**src/rtl/dflow_pkg.sv**
```systemverilog
// Shared types and record layout for the dflow replay/store paths.
// A record is {five-tuple, packet length}, tuple in the upper bits.
package dflow_pkg;

    localparam int DFLOW_TUPLE_WIDTH = 104;
    localparam int DFLOW_LEN_WIDTH   = 16;
    localparam int RECORD_WIDTH      = DFLOW_TUPLE_WIDTH + DFLOW_LEN_WIDTH;

    typedef enum logic [2:0] {
        ST_IDLE,
        ST_WAIT_CAL,
        ST_ISSUE,
        ST_DRAIN,
        ST_DONE
    } replay_state_t;

    function automatic logic [DFLOW_TUPLE_WIDTH-1:0] rec_tuple(input logic [RECORD_WIDTH-1:0] rec);
        return rec[RECORD_WIDTH-1:DFLOW_LEN_WIDTH];
    endfunction

    function automatic logic [DFLOW_LEN_WIDTH-1:0] rec_len(input logic [RECORD_WIDTH-1:0] rec);
        return rec[DFLOW_LEN_WIDTH-1:0];
    endfunction

endpackage

```
**src/rtl/dflow_sync_fifo.sv**
```systemverilog
// Single-clock show-ahead FIFO: rd_data always presents the head entry.
// Writes to a full FIFO and reads from an empty one are ignored.
module dflow_sync_fifo
    import dflow_pkg::*;
#(
    parameter int WIDTH = RECORD_WIDTH,
    parameter int DEPTH = 16
) (
    input  logic                     clk,
    input  logic                     reset,
    input  logic                     flush,
    input  logic                     wr_en,
    input  logic [WIDTH-1:0]         wr_data,
    input  logic                     rd_en,
    output logic [WIDTH-1:0]         rd_data,
    output logic                     empty,
    output logic [$clog2(DEPTH):0]   count
);

    localparam int AW = $clog2(DEPTH);

    logic [WIDTH-1:0] mem [DEPTH];
    logic [AW-1:0]    wr_ptr;
    logic [AW-1:0]    rd_ptr;
    logic             do_wr;
    logic             do_rd;

    assign do_wr   = wr_en && (count != (AW+1)'(DEPTH));
    assign do_rd   = rd_en && (count != '0);
    assign empty   = (count == '0);
    assign rd_data = mem[rd_ptr];

    // NOTE: the storage array is deliberately not reset; pointers and count alone define what is valid.
    always_ff @(posedge clk) begin
        if (do_wr) begin
            mem[wr_ptr] <= wr_data;
        end
    end

    always_ff @(posedge clk) begin
        if (reset || flush) begin
            wr_ptr <= '0;
            rd_ptr <= '0;
            count  <= '0;
        end else begin
            if (do_wr) wr_ptr <= wr_ptr + 1'b1;
            if (do_rd) rd_ptr <= rd_ptr + 1'b1;
            case ({do_wr, do_rd})
                2'b10:   count <= count + 1'b1;
                2'b01:   count <= count - 1'b1;
                default: count <= count;
            endcase
        end
    end

endmodule

```
**src/rtl/dflow_tuple_replayer.sv**
```systemverilog
// Replays flow records from a QDR address window onto a ready/valid tuple stream,
// with loop count, abort, and read credits bounded by the output FIFO space.
module dflow_tuple_replayer
    import dflow_pkg::*;
#(
    parameter int TUPLE_WIDTH        = DFLOW_TUPLE_WIDTH,
    parameter int LEN_WIDTH          = DFLOW_LEN_WIDTH,
    parameter int MEM_DATA_WIDTH     = 144,
    parameter int MEM_ADDR_WIDTH     = 19,
    parameter int REPLAY_COUNT_WIDTH = 32,
    parameter int FIFO_DEPTH         = 16
) (
    input  logic                          clk,
    input  logic                          reset,
    input  logic                          start_replay,
    input  logic                          stop_replay,
    input  logic [REPLAY_COUNT_WIDTH-1:0] replay_count,
    input  logic [MEM_ADDR_WIDTH-1:0]     mem_addr_low,
    input  logic [MEM_ADDR_WIDTH-1:0]     mem_addr_high,
    input  logic                          init_calib_complete,
    output logic                          user_app_rd_cmd,
    output logic [MEM_ADDR_WIDTH-1:0]     user_app_rd_addr,
    input  logic                          user_app_rd_valid,
    input  logic [MEM_DATA_WIDTH-1:0]     user_app_rd_data,
    output logic [TUPLE_WIDTH-1:0]        fivetuple_data_out,
    output logic [LEN_WIDTH-1:0]          pkt_len_out,
    output logic                          tuple_out_vld,
    input  logic                          tuple_out_ready,
    output logic                          busy,
    output logic                          compelete_replay,
    output logic [REPLAY_COUNT_WIDTH-1:0] loops_done,
    output logic                          rd_overflow_err
);

    localparam int REC_W = TUPLE_WIDTH + LEN_WIDTH;
    localparam int CNT_W = $clog2(FIFO_DEPTH) + 1;

    replay_state_t                 state, state_nxt;
    logic [MEM_ADDR_WIDTH-1:0]     addr_lo, addr_hi, cur_addr;
    logic [REPLAY_COUNT_WIDTH-1:0] count_lat;
    logic [CNT_W-1:0]              outstanding, fifo_count;
    logic [CNT_W:0]                in_use;
    logic [REC_W-1:0]              out_rec;
    logic                          start_ok, window_empty, at_high, last_pass;
    logic                          rd_accept, fifo_empty, pop;

    assign start_ok     = start_replay && (state == ST_IDLE || state == ST_DONE);
    assign window_empty = mem_addr_high < mem_addr_low;
    assign at_high      = (cur_addr == addr_hi);
    assign last_pass    = at_high && (count_lat != '0) && (loops_done + 1'b1 == count_lat);
    // Records in the FIFO plus reads in flight never exceed the FIFO depth.
    assign in_use       = {1'b0, fifo_count} + {1'b0, outstanding};
    assign rd_accept    = user_app_rd_valid && (outstanding != '0);
    assign pop          = tuple_out_vld && tuple_out_ready;

    assign user_app_rd_cmd  = (state == ST_ISSUE) && !stop_replay &&
                              (in_use < (CNT_W+1)'(FIFO_DEPTH));
    assign user_app_rd_addr = cur_addr;

    assign busy             = (state == ST_WAIT_CAL) || (state == ST_ISSUE) || (state == ST_DRAIN);
    assign compelete_replay = (state == ST_DONE);
    assign tuple_out_vld    = !fifo_empty;
    assign fivetuple_data_out = tuple_out_vld ? out_rec[REC_W-1:LEN_WIDTH] : '0;
    assign pkt_len_out        = tuple_out_vld ? out_rec[LEN_WIDTH-1:0] : '0;

    // NOTE: next-state is assigned a default first so no path through this block infers a latch.
    always_comb begin
        state_nxt = state;
        case (state)
            ST_IDLE, ST_DONE: begin
                // With calibration already done, WAIT_CAL is passed through in zero cycles.
                if (start_ok) begin
                    if (window_empty)             state_nxt = ST_DONE;
                    else if (init_calib_complete) state_nxt = ST_ISSUE;
                    else                          state_nxt = ST_WAIT_CAL;
                end
            end
            ST_WAIT_CAL: begin
                if (stop_replay)              state_nxt = ST_DRAIN;
                else if (init_calib_complete) state_nxt = ST_ISSUE;
            end
            ST_ISSUE: begin
                if (stop_replay)                        state_nxt = ST_DRAIN;
                else if (user_app_rd_cmd && last_pass)  state_nxt = ST_DRAIN;
            end
            ST_DRAIN: begin
                if (outstanding == '0 && fifo_empty && !rd_accept) state_nxt = ST_DONE;
            end
            default: state_nxt = ST_IDLE;
        endcase
    end

    // NOTE: all sequential state uses non-blocking assignments so every register samples pre-edge values.
    always_ff @(posedge clk) begin
        if (reset) begin
            state           <= ST_IDLE;
            addr_lo         <= '0;
            addr_hi         <= '0;
            cur_addr        <= '0;
            count_lat       <= '0;
            loops_done      <= '0;
            outstanding     <= '0;
            rd_overflow_err <= 1'b0;
        end else begin
            state <= state_nxt;
            if (start_ok) begin
                addr_lo         <= mem_addr_low;
                addr_hi         <= mem_addr_high;
                cur_addr        <= mem_addr_low;
                count_lat       <= replay_count;
                loops_done      <= '0;
                rd_overflow_err <= 1'b0;
            end else if (user_app_rd_cmd) begin
                if (at_high) begin
                    cur_addr   <= addr_lo;
                    loops_done <= loops_done + 1'b1;
                end else begin
                    cur_addr   <= cur_addr + 1'b1;
                end
            end
            if (user_app_rd_valid && outstanding == '0) begin
                rd_overflow_err <= 1'b1;
            end
            case ({user_app_rd_cmd, rd_accept})
                2'b10:   outstanding <= outstanding + 1'b1;
                2'b01:   outstanding <= outstanding - 1'b1;
                default: outstanding <= outstanding;
            endcase
        end
    end

    dflow_sync_fifo #(
        .WIDTH (REC_W),
        .DEPTH (FIFO_DEPTH)
    ) u_fifo (
        .clk     (clk),
        .reset   (reset),
        .flush   (start_ok),
        .wr_en   (rd_accept),
        .wr_data (user_app_rd_data[REC_W-1:0]),
        .rd_en   (pop),
        .rd_data (out_rec),
        .empty   (fifo_empty),
        .count   (fifo_count)
    );

    generate
        if (MEM_DATA_WIDTH > REC_W) begin : g_pad
            logic unused_upper;
            assign unused_upper = |user_app_rd_data[MEM_DATA_WIDTH-1:REC_W];
        end
    endgenerate

endmodule

```
**config.mk**
```make
export PLATFORM = sky130hd
export DESIGN_NAME = dflow_tuple_replayer
export DESIGN_NICKNAME = d
export VERILOG_FILES = /design/src/rtl/dflow_pkg.sv /design/src/rtl/dflow_sync_fifo.sv /design/src/rtl/dflow_tuple_replayer.sv
export SDC_FILE = /design/constraint.sdc
export NUM_CORES = 2
export LEC_CHECK = 0
export CAP_MARGIN = 20
export CORE_MARGIN = 2
export CORE_UTILIZATION = 65
export DETAILED_ROUTE_END_ITERATION = 10
export PLACE_DENSITY_LB_ADDON = 0.25
export SLEW_MARGIN = 10
export SYNTH_ARGS = -nofsm -noshare
export SYNTH_HDL_FRONTEND = slang
export SYNTH_HIERARCHICAL = 1
export SYNTH_SLANG_ARGS = --single-unit
```
**constraint.sdc**
```tcl
create_clock -name clk -period 22.4 [get_ports clk]
set_input_delay 5.6 -clock clk [delete_from_list [all_inputs] [get_ports clk]]
set_output_delay 5.6 -clock clk [all_outputs]
set_load 0.1 [all_outputs]
```
# ---- After elaboration in Yosys (flattened, before gate mapping)
# Memories as Yosys holds them, arrays and structs flattened. A register that Yosys moved wholly into a read port is not among the register bits.
# Cells that the tools add are included.
dict set report totals {
  out_inout_bits 176
  elab_cells 94
  mem_bits_rw 1920
  mem_count 1
  ff_bits 143
}
# name depth word_bits read_ports rd_clocked_by_memory_dff wr line_no
set mem_list {}
lappend mem_list {u_fifo.mem 16 120 1 1 1 dflow_sync_fifo.sv:22} ;# logic [WIDTH-1:0] mem [DEPTH];
dict set report op_classes {
  n_mux 22
  reduce_logical 34
  order_cmp 2
  n_addsub 9
  eq_ne 15
}
# op count
set op_table {}
lappend op_table {{104-bit two-way mux} 1}
lappend op_table {{19-bit two-way mux} 3}
lappend op_table {{32-bit by 1-bit adder with 32-bit output, second input constant} 1}
lappend op_table {{32-bit == test} 1}
lappend op_table {{32-bit nonzero test} 1}
lappend op_table {{3-bit two-way mux} 7}
lappend op_table {{5-bit case mux with 2 select lines} 2}
lappend op_table {{19-bit by 1-bit adder with 19-bit output, second input constant} 1}
lappend op_table {{19-bit == test} 1}
lappend op_table {{19-bit < comparator} 1}
lappend op_table {{16-bit two-way mux} 1}
lappend op_table {{1-bit logical AND} 13}
lappend op_table {{3-bit case mux with 4 select lines} 1}
lappend op_table {{5-bit by 1-bit adder with 5-bit output, second input constant} 2}
lappend op_table {{5-bit zero test} 2}
lappend op_table {{5-bit nonzero test} 2}
lappend op_table {{5-bit by 1-bit subtractor with 5-bit output, second input constant} 2}
lappend op_table {{4-bit by 1-bit adder with 4-bit output, second input constant} 2}
lappend op_table {{4-bit two-way mux} 2}
lappend op_table {{2-bit nonzero test} 4}
lappend op_table {{5-bit by 5-bit adder with 6-bit output} 1}
lappend op_table {{3-bit by 2-bit == test with 1-bit output, second input constant} 2}
lappend op_table {{6-bit by 5-bit < comparator with 1-bit output, second input constant} 1}
lappend op_table {{5-bit != test, second input constant} 1}
lappend op_table {{other kinds (15)} 27}

# ---- Longest topological paths before layout
dict set report logic_depth {
  word_depth 7
  depth_mapped 15
}

# ---- Hierarchy
# Netlist, hierarchy kept.
# mod instances cells_per_inst area_per_inst_um2
set by_module_without_submodules {}
lappend by_module_without_submodules {dflow_sync_fifo 1 3051 72489.5}
lappend by_module_without_submodules {dflow_tuple_replayer 1 1096 8197.9}

# ---- Least setup slack after synthesis
# OpenSTA, ideal clock, no wires.
dict set report synth_timing {
  kind {in2reg}
  start {input user_app_rd_valid}
  end {memory u_fifo/mem[0][0] (netlist bit) (enable)}
  path_stages 4
  t_arrival_ns 14.392
  n_path_buf 0
  slack_ns 7.262
  path_cell_list {nor2b_1 > o21a_1 > nand2_1 > nor3_1}
}
dict set report synth_via {
  elab_chain_cells 4
}
# item line_no
set synth_lines {}
lappend synth_lines {{start: declaration} dflow_tuple_replayer.sv:23} ;# input logic user_app_rd_valid,
lappend synth_lines {{1-bit logical AND} dflow_tuple_replayer.sv:53} ;# assign rd_accept = user_app_rd_valid && (outstanding != '0);
lappend synth_lines {{1-bit logical AND} dflow_sync_fifo.sv:28} ;# assign do_wr = wr_en && (count != (AW+1)'(DEPTH));
lappend synth_lines {{1-bit two-way mux} dflow_sync_fifo.sv:35} ;# if (do_wr) begin
lappend synth_lines {{1-bit two-way mux (not written as such)} dflow_sync_fifo.sv:36} ;# mem[wr_ptr] <= wr_data;
lappend synth_lines {{end: declaration} dflow_sync_fifo.sv:22}
# No other way between the ends.

# ---- Worst setup path after layout
dict set report layout_timing {
  start {input stop_replay}
  end {output user_app_rd_cmd}
}
dict set report layout_via {
  elab_chain_cells 3
}
# item line_no
set layout_lines {}
lappend layout_lines {{start: declaration} dflow_tuple_replayer.sv:16} ;# input logic stop_replay,
lappend layout_lines {{1-bit zero test} dflow_tuple_replayer.sv:56} ;# assign user_app_rd_cmd = (state == ST_ISSUE) && !stop_replay &&
lappend layout_lines {{1-bit logical AND (2 in a row)} dflow_tuple_replayer.sv:56}
lappend layout_lines {{end: declaration} dflow_tuple_replayer.sv:21} ;# output logic user_app_rd_cmd,
# No other way between the ends.

==> run_results.csv <==
group,metric,value,unit
outcome,status,"finished, final reports clean",
global_route,grt_util_met3,6.20,%
route,viasPerCell,6.73,
timing,drv_slew,0,
timing,slew-limit-headroom,18.1,%
final_layout,layout_commonest_cell,"edfxtp_1",
synth,synth_area_per_cell,19.5,sq um
pwr,ir_drop,0.0952,mV
pwr,cellPowerDensity,90.9,mW/mm^2
clock_network,postCtsSetupBuffers,0,
global_route,overflow,0,
clock_network,cts.path.max_buffers,3,
route,drc,0,
worst_hold_path,hp-class,"register to register",
final_layout,finalCoreUtilization,75.2,%
final_layout,fin_nets,4804,
synth,netlist_area,0.0807,sq mm
die,start_util,65.3,%
global_route,use_met2,51.4,%
pwr,p_leak,29.0,nW
clock_network,tritoncts,"yes",
synth,ys_ff_latch,2067,
timing,worstMarginPinSlew,1220,ps
critical_path,critPathCaptureType,"output pin",
timing,setup_tns,0,ps
clock_network,cts_resized,0,
synth,synth_edf_count,1920,
clock_network,holdBufCountCts,0,
synth,synth_fp_nets,4405,
critical_path,cp_slowest_stage_delay,1190,ps
timing,setup_violations,0,
pwr,sw_frac_of_total,23.4,%
route,wl_per_cell,30.7,um
clock_network,root_buffer,"clkbuf_16",
job,max_cap_viol_count,0,
critical_path,cp_cell_sequence,"clkdlybuf4s50_1 > nor3_1 > nand3_1 > or2_2 > clkinv_1 > clkdlybuf4s50_1",
critical_path,crit_top_cell,"clkdlybuf4s50_1",
critical_path,cp.required,16800,ps
synth,synth_cell_type_count,70,
timing,max_freq,71.9,MHz
pwr,clkPwrFrac,39.7,%
critical_path,rrSetupSlack,18280,ps
critical_path,arrival,8320,ps
clock_network,insertion_delay,820,ps
worst_hold_path,hp-start,"addr_lo[5]",
clock_network,clk_pin_slew,60,ps
placement,place_congestion,0.866,
critical_path,path_class,"input port to output pin",
final_layout,area_delta_synth_final,15.1,%
timing,rsz0062_at_grt,"false",
global_route,grt_usage,31.2,%
final_layout,layout_common_cells,"edfxtp_1 (1920), mux4_2 (480), clkdlybuf4s50_1 (370)",
die,ios,397,
route,firstDrtPassIters,5,
timing,fin_skew,26.6,ps
critical_path,cp_max_fo,17,
die,rows,129,
clock_network,h-tree-depth,4,
placement,port_buffers,372,
synth,synthCells,4147,
timing,hold-worst-slack,456,ps
die,die_width,356,um
pwr,seqPwrFrac,51.5,%
pwr,intPower,6.46,mW
global_route,grt-busiest-layer,"met2",
critical_path,reg2reg_from,"u_fifo/count[1]",
synth,yosys_warnings,6,
die,die-height,356,um
clock_network,cts.sinks,2067,
die,core-area,0.123,sq mm
clock_network,numCtsBuffers,195,
critical_path,critPathSlowestCell,"clkdlybuf4s50_1",
placement,dp_hpwl,91400,um
pwr,switching_power,1.98,mW
global_route,grt_start_max_net_pins,171,
global_route,grt_pass1_vias,43400,
global_route,grt_antenna_before_repair,25,
pwr,power.total,8.44,mW
global_route,grt_util_met1,42.5,%
final_layout,drive_above_1_share,18.7,%
route,ant_nets,0,
route,first_iter_violations,5461,
timing,finalHoldViolCount,0,
route,drt-total-wl,196000,um
synth,ys.flop_type,"edfxtp_1",
timing,min_period,13920,ps
critical_path,crit_start,"stop_replay",
synth,async_flop_share,0,%
pwr,p_comb_share,8.8,%
die,dieArea,0.127,sq mm
timing,period_share,62.1,%
synth,ys_seq_area_share,75.1,%
route,vias,42900,
global_route,grt_pass1_wl,285000,um
critical_path,cp-start-kind,"input port",
==> synthesized netlist by cell type (all sizes together), types with 2 or more instances <==
cell type  instances  area [sq um]
nor4              20           161
nand2            313          1170
nand2b             8          50.1
nand4             24           150
a31oi              7          43.8
nor3              21           116
o22ai              2          12.5
o21ai             20           104
ha                36           450
buf               79           445
and2               5          31.3
nand3b             5          37.5
o31ai              3          27.5
a31o               6          52.6
mux4             480         10800
o211ai            14           110
nand4bb            3          33.8
mux2i             10           100
or3               18           123
nor2b            130           813
a311oi             4          35.0
or2                6          37.5
and3              10          62.6
dfxtp            147          2940
nand3             33           178
xor2              59           517
nor2             107           402
edfxtp          1920         57700
a22oi            242          1820
o311ai             2          17.5
a21oi            121           606
or4b               2          20.0
a21o               4          30.0
a2111oi            2          17.5
clkbuf           155           584
or4                3          22.5
a211oi            17           128
o211a              2          20.0
and4               3          26.3
xnor2             49           429
inv               39           146
==> routing by layer <==
layer | share of wire (%) | vias up
met5 | 0.049 | -
met4 | 3.2 | 16
met3 | 10 | 402
met2 | 50 | 2515
met1 | 36 | 22200
li1 | - | 17700
==> worst max-delay path: cells and delay by family <==
| family | cells | cell delay (ps) |
|---|---|---|
| simple gates | 3 | 810 |
| buf+inv | 3 | 1900 |
==> cell families (layout without fill, tap and decap cells) <==
group,count (synthesis),count (layout),synth area share [%]
flip-flops,2067,2067,75.1
AND/OR/NAND/NOR,714,714,4.29
buffers and inverters,274,842,1.46
AO/OA/AOI/OAI,457,457,3.86
XOR/XNOR,108,108,1.17
adder cells (fa/ha/maj),37,37,0.583
other,0,17,0
multiplexers,490,490,13.5
==> per-stage QoR <==
step | cell area (sq um) | instances | worst slack (ps)
finish | 92800 | 6369 | 8480
detailed placement | 86200 | 5984 | 8510
CTS | 92700 | 6350 | 8490
global placement | 86200 | 5983 | 8490
global route | 92800 | 6363 | 8350
floorplan | 80700 | 4147 | 7260
==> layout make-up <==
type | instances | area [sq um]
diodes | 17 | 42.5
clock buffers | 243 | 5240
well taps | 1637 | 2050
multi-input cells | 1806 | 19100
inverters | 40 | 150
repair buffers | 436 | 4410
clock inverters | 123 | 1280
flip-flops and latches | 2067 | 60600
fillers | 6671 | 30600
==> final timing paths <==
path	end	cells after the start
max	user_app_rd_cmd	6
min	addr_lo[5]	2
max reg2reg	u_fifo/count[4]	12
min reg2reg	addr_lo[5]	2
==> power groups by stage <==
stage	clock [mW]	combinational (mW)	sequential, mW
6_report	3.35	0.743	4.35
5_1_grt	3.54	0.784	4.35
4_1_cts	3.39	0.743	4.34
3_5_place_dp	0	0.735	4.42
3_3_place_gp	0	0.723	4.42
2_1_floorplan	0	0.447	4.46
==> flip-flops by register name, summed over array words and instances, names as in the netlist, named ones only <==
name              count
count_lat            32
addr_lo              19
state                 3
rd_overflow_err       1
user_app_rd_addr     19
u_fifo/wr_ptr         4
u_fifo/count          5
addr_hi              19
outstanding           5
u_fifo/rd_ptr         4
loops_done           32
u_fifo/mem         1920
(Power assumes the default switching activity.)
